$ cat src/rtl/digit_sequencer.sv
// rtl/digit_sequencer.sv - push-button driven 1..8 digit sequencer with auto-advance
//
// Purpose: debounces two raw push-buttons, advances a displayed digit 1..8
//          on each "next" press or periodic auto tick, and blanks the
//          display on a "clear" press.
// Ports:
//   clk        system clock, all state on rising edge
//   rst        asynchronous active-high reset
//   btn_next   raw push-button, advance digit
//   btn_clear  raw push-button, blank display
//   auto_en    level, enables periodic auto-advance while showing
//   num        registered 7-segment code: 1001..1111 = 1..7, 1000 = 8, 0000 = blank
//   value      registered binary digit 1..8, 0 when blank
//   wrap       one-cycle pulse when the digit advances from 8 to 1
module digit_sequencer #(
   parameter int DEB_CYCLES = 1_000_000,
   parameter int TICK_DIV   = 100_000_000
) (
   input  logic       clk,
   input  logic       rst,
   input  logic       btn_next,
   input  logic       btn_clear,
   input  logic       auto_en,
   output logic [3:0] num,
   output logic [3:0] value,
   output logic       wrap
);

   localparam int DW = $clog2(DEB_CYCLES);
   localparam int PW = $clog2(TICK_DIV);
   localparam logic [DW-1:0] DEB_MAX = DW'(DEB_CYCLES - 1);
   localparam logic [DW-1:0] D_ONE   = DW'(1);
   localparam logic [PW-1:0] P_MAX   = PW'(TICK_DIV - 1);
   localparam logic [PW-1:0] P_ONE   = PW'(1);

   typedef enum logic {BLANK, SHOW} state_t;

   // Button lanes: bit 0 = next, bit 1 = clear.
   logic [1:0]    sync1, sync2, deb, deb_q;
   logic [DW-1:0] cnt [2];
   logic [1:0]    press;

   state_t        state_q, state_d;
   logic [3:0]    value_q, value_d;
   logic [3:0]    num_q, num_d;
   logic          wrap_q, wrap_d;
   logic [PW-1:0] presc_q, presc_d;
   logic          tick;
   logic          next_p, clear_p;

   // Synchronizers and debouncers. The debounced level only flips after
   // DEB_CYCLES consecutive mismatching cycles; any agreeing cycle restarts.
   always_ff @(posedge clk or posedge rst) begin
      if (rst) begin
         sync1  <= '0;
         sync2  <= '0;
         deb    <= '0;
         deb_q  <= '0;
         cnt[0] <= '0;
         cnt[1] <= '0;
      end else begin
         sync1 <= {btn_clear, btn_next};
         sync2 <= sync1;
         deb_q <= deb;
         for (int i = 0; i < 2; i++) begin
            if (sync2[i] != deb[i]) begin
               if (cnt[i] == DEB_MAX) begin
                  deb[i] <= sync2[i];
                  cnt[i] <= '0;
               end else begin
                  cnt[i] <= cnt[i] + D_ONE;
               end
            end else begin
               cnt[i] <= '0;
            end
         end
      end
   end

   // Rising edge of the debounced level only; releases produce nothing.
   assign press   = deb & ~deb_q;
   assign next_p  = press[0];
   assign clear_p = press[1];

   assign tick = (state_q == SHOW) && auto_en && (presc_q == P_MAX);

   always_ff @(posedge clk or posedge rst) begin
      if (rst) begin
         state_q <= BLANK;
         value_q <= '0;
         num_q   <= '0;
         wrap_q  <= 1'b0;
         presc_q <= '0;
      end else begin
         state_q <= state_d;
         value_q <= value_d;
         num_q   <= num_d;
         wrap_q  <= wrap_d;
         presc_q <= presc_d;
      end
   end

   always_comb begin
      state_d = state_q;
      value_d = value_q;
      presc_d = '0;
      wrap_d  = 1'b0;
      case (state_q)
         BLANK: begin
            if (next_p) begin
               state_d = SHOW;
               value_d = 4'd1;
            end
         end
         SHOW: begin
            if (clear_p) begin
               // Clear has priority over any coincident next press or tick.
               state_d = BLANK;
               value_d = 4'd0;
            end else begin
               if (auto_en && !tick && !next_p) begin
                  presc_d = presc_q + P_ONE;
               end
               // Next and tick together still produce a single step.
               if (next_p || tick) begin
                  if (value_q == 4'd8) begin
                     value_d = 4'd1;
                     wrap_d  = 1'b1;
                  end else begin
                     value_d = value_q + 4'd1;
                  end
               end
            end
         end
         default: begin
            state_d = BLANK;
            value_d = 4'd0;
         end
      endcase
      num_d = (state_d == SHOW) ? {1'b1, value_d[2:0]} : 4'b0000;
   end

   assign num   = num_q;
   assign value = value_q;
   assign wrap  = wrap_q;

endmodule

$ cat config.mk
export PLATFORM = sky130hd
export DESIGN_NAME = digit_sequencer
export DESIGN_NICKNAME = d
export VERILOG_FILES = /design/src/rtl/digit_sequencer.sv
export SDC_FILE = /design/constraint.sdc
export NUM_CORES = 1
export LEC_CHECK = 0
export ABC_CLOCK_PERIOD_IN_PS = 2430
export CAP_MARGIN = 10
export CORE_ASPECT_RATIO = 0.9
export CORE_MARGIN = 10
export CORE_UTILIZATION = 45
export CTS_CLUSTER_DIAMETER = 200
export DETAILED_ROUTE_END_ITERATION = 10
export GPL_TIMING_DRIVEN = 1
export PLACE_DENSITY_LB_ADDON = 0.15
export SYNTH_ARGS = -nofsm -noshare
export SYNTH_HDL_FRONTEND = slang
export SYNTH_SLANG_ARGS = --single-unit
export TNS_END_PERCENT = 1
$ cat constraint.sdc
create_clock -name clk -period 2.43 [get_ports clk]
set_clock_uncertainty 0.1 [all_clocks]
set_input_delay 0.3645 -clock clk [delete_from_list [all_inputs] [get_ports clk]]
set_output_delay 0.3645 -clock clk [all_outputs]
set_load 0.03 [all_outputs]
==> impl.org <==
** Status
- The flow ran to the end, and the final reports show no timing, DRC or antenna violations.

** Yosys
- Area of the mapped netlist :: between 4000 and 5000 um^2
- Count of unique library cells instantiated by Yosys :: 43
- Fraction of registers with async set or reset after synthesis :: 100%
- Post-Syn Instances :: 394
- Counting flops with a built-in enable in the synthesized netlist gives 0.
- Synthesis inferred 84 register bits.
- Number of warnings issued by yosys :: 0
- Avg Inst Size Synth :: 10.3 um^2
- Most used flip-flop cell after synthesis :: dfrtp_1
- Of the synthesized area, sequential elements account for 51.9%.
- Post-Syn Nets :: 404

** STA
- Slew of the pin with the lowest slew margin :: 637 ps
- Static timing analysis puts the maximum clock frequency at 450 MHz.
- The worst pin sits at a relative slew slack of 57.2%.
- Share of the cycle needed by the critical path after routing :: about nine tenths
- Setup violations remaining at the end of the flow were counted as 0.
- The number of hold-slack violations in the final timing report is 0.
- Tmin final :: 2220 ps
- RSZ-0062 raised after global routing :: no
- Setup TNS after final layout :: 0 ps
- Max Transition Viols Final :: 0

** Worst setup path
- Traced cell by cell, the critical path runs through ha_1 -> nand3_1 -> nor4_2 -> a31o_1 -> or3_1 -> buf_12 -> nor2_1.
- Data on the critical path arrives at its endpoint at about 2300 ps.
- Counting both buffers and inverters, the worst setup path holds a total of 1.
- Internal reg-to-reg setup slack :: 210 ps
- Longest individual stage delay on the worst path :: 420 ps
- Type of element launching the critical path :: register
- Source of the worst register-to-register timing path :: presc_q[0]$_DFF_PP0_
- Among all stages on the critical path, the largest delay is contributed by dfrtp_1.
- R2r endpoint :: presc_q[15]$_DFF_PP0_
- Number of cells on the worst reg-to-reg path :: 7
- On the critical path the largest part of the delay comes from simple AND/OR/NAND/NOR gates.
- Data on the critical path is required at its endpoint by 2550 ps.
- Largest fanout of any net on the critical path :: 27
- Kind of critical path :: register to register
- CP Capture Type :: register

** Clocking
- H-tree depth reported by CTS :: 3
- The number of clock buffers added by TritonCTS is 9.
- Clock latency on the worst-skew pair, taken at its later pin, is 340 ps.
- Count of hold buffers inserted by post-cts repair :: 0
- Root buffer selected by CTS :: clkbuf_8
- Post-CTS timing repair inserted 0 buffers for setup.
- CTS tree :: yes
- Clock transition at the register clock pins on the worst setup and hold paths after CTS :: approximately 80 ps
- The clock net in this run drives a total of 84 sinks.
- Counting along the longest clock path gives a buffer depth of 2.
- The number of gates resized after CTS was 0.

** Routing
- In this run, the number of DRC markers left after iteration 0 of detailed routing was 113.
- Average via count per standard cell :: approximately 5.0
- Vias :: 2,698
- Count of nets left with antenna violations after detail routing :: 0
- The routed design has 6980 um of wire.
- For this run, design rule violations remaining after detail routing come to 0.
- Before antenna repair, the detailed router went through 4 iterations.
- In the final routed layout, each cell accounts on average for 12.9 um.

** Floorplan
- Die height :: between 100 and 150 um
- 14 I/O pins were placed.
- Total Die Area :: around 13,000 um^2
- For this configuration, the core starts out at a cell density of between 40 and 50%.
- Core footprint :: ~8700 um^2
- In this run the core area contains 32 standard-cell rows.
- From left edge to right edge, the die measures 120 um.

** Power
- IR analysis of the VDD net gives a maximum drop of 0.349 mV.
- The analysis attributes to cell leakage a power of 1.91 nW.
- Dividing total power by cell area gives a power density of 532 nW/um^2.

** Layout
- The library cells used most frequently in the layout, excluding fill and tap cells, are 84 x dfrtp_1, 69 x nor2_1, 40 x xor2_1.
- In the final design database the tool counted 426 nets.
- Relative area change from synthesis to final layout :: 11.8%
- The post-route netlist has under 10% of its cells at a drive strength greater than 1.
- Post-route insts no fill :: 540
- After filler insertion, the fill cell instance count of the layout stands at 810.
- Leaving out fill and tap cells, the most frequent cell in the layout is dfrtp_1.
- Number of diodes added for antenna fixing :: 0

** Global route
- Number of global-route vias before repair :: ~2,600
- First-pass GRT wire length :: 12,600 um
- Pin count of the biggest net entering global routing :: 38
- Overflow left after global routing :: 0
- The number of antenna violations at the first check in global routing was 0.
- Across every metal layer, demand over resource in global routing totals approximately 12%.

** Place
- After legalization and detailed placement, the total HPWL measured 4910 um.
- Cells after DPL :: 524
- At the end of routability-driven placement, the weighted congestion stood at 0.791.
- In this run the tool buffered the top-level ports with 13 buffer cells.

** Run
- Reported max-cap violation count :: 0

** Worst hold path
- Cell count of the worst hold path :: 0
- The tightest min-delay check is of the register to register type.
- Worst hold start :: sync1[0]$_DFF_PP0_
- Hold Crit Endpoint :: sync2[0]$_DFF_PP0_
==> synth_stat cells (all sizes together) (2+ instances only) <==
cell	number	area, um^2
or2	2	12.5
nor4	9	62.6
xnor2	24	210
and4	5	43.8
nand2	28	105
o211a	2	20.0
nor2	79	362
buf	8	78.8
o21ai	2	10.0
and3	11	68.8
inv	10	37.5
nand3b	2	15.0
mux2	2	22.5
nor4b	2	17.5
nor3	11	55.1
dfrtp	84	2100
ha	5	62.6
or3	2	12.5
xor2	40	350
a21oi	3	15.0
nand3	28	140
nand4	21	138
==> state kept, by name, summed over array words and instances, names as in the netlist <==
signal / count
deb_q: 2
sync2: 2
cnt: 40
deb: 2
value: 4
wrap: 1
presc_q: 27
sync1: 2
num: 4
==> kinds of logic (layout without fill, tap and decap cells) <==
logic type      after synthesis  after routing  synth area share (%)
simple gates                205            205                  26.4
fa+ha+maj                     5              5                  1.54
buf+inv                      19             46                  2.97
mux                           2              2                 0.556
flops                        84             84                  51.9
xor+xnor                     64             64                  13.8
compound gates               15             15                  2.75
==> power breakdown <==
| part | leakage, nW | switching (W) | internal (W) |
|---|---|---|---|
| clock network | 0.0982 | 0.000472 | 0.000450 |
| registers | 1.15 | 0.00000969 | 0.00141 |
| logic | 0.662 | 0.0000459 | 0.0000229 |
==> stage by stage <==
step | util [%] | worst slack, ps | power, W | hold WS [ps] | area (um^2)
2_1_floorplan | - | 397 | 0.00149 | 231 | 4050
3_3_place_gp | 50.0 | 258 | 0.00152 | 245 | 4340
3_5_place_dp | 50.0 | 216 | 0.00152 | 245 | 4340
4_1_cts | 52.1 | 198 | 0.00246 | 263 | 4530
5_1_grt | 52.1 | 62.6 | 0.00254 | 284 | 4530
6_report | 52.1 | 210 | 0.00241 | 260 | 4530
==> worst max-delay path by stage <==
| stage | cells past startpoint | start | to | slack, ps |
|---|---|---|---|---|
| floorplan | 9 | presc_q[0]$_DFF_PP0_ | presc_q[25]$_DFF_PP0_ | 400 |
| global placement | 7 | auto_en | presc_q[15]$_DFF_PP0_ | 260 |
| detailed placement | 7 | auto_en | presc_q[6]$_DFF_PP0_ | 220 |
| CTS | 7 | presc_q[0]$_DFF_PP0_ | presc_q[15]$_DFF_PP0_ | 200 |
| global route | 7 | presc_q[0]$_DFF_PP0_ | presc_q[7]$_DFF_PP0_ | 60 |
| finish | 7 | presc_q[0]$_DFF_PP0_ | presc_q[15]$_DFF_PP0_ | 210 |
==> final cells by class <==
cell class / instances / area [um^2] / share of cell area (%)
Inverter: 10 / 41.3 / 0.912
Clock inverter: 4 / 22.5 / 0.497
Tap cell: 119 / 149 / 3.29
Multi-Input combinational cell: 291 / 1830 / 40.4
Sequential cell: 84 / 2100 / 46.4
Clock buffer: 12 / 165 / 3.65
Timing Repair Buffer: 20 / 220 / 4.86
==> worst register-to-register path, stage by stage, from the launching register on <==
cell	delay (ps)
dfrtp_1	420
ha_1	220
nand3_1	140
nor4_2	340
a31o_1	360
or3_1	210
buf_12	210
nor2_1	100
==> per-layer routing <==
metal / global-route usage, % / up-vias / wire, um
met2: 17.9 / 28 / 3120
met1: 15.3 / 1274 / 3560
met3: 3.51 / 8 / 208
met5: 0 / - / 0
met4: 3.87 / 0 / 89
li1: - / 1388 / -
Note: power is estimated with default switching activity, not from simulation.
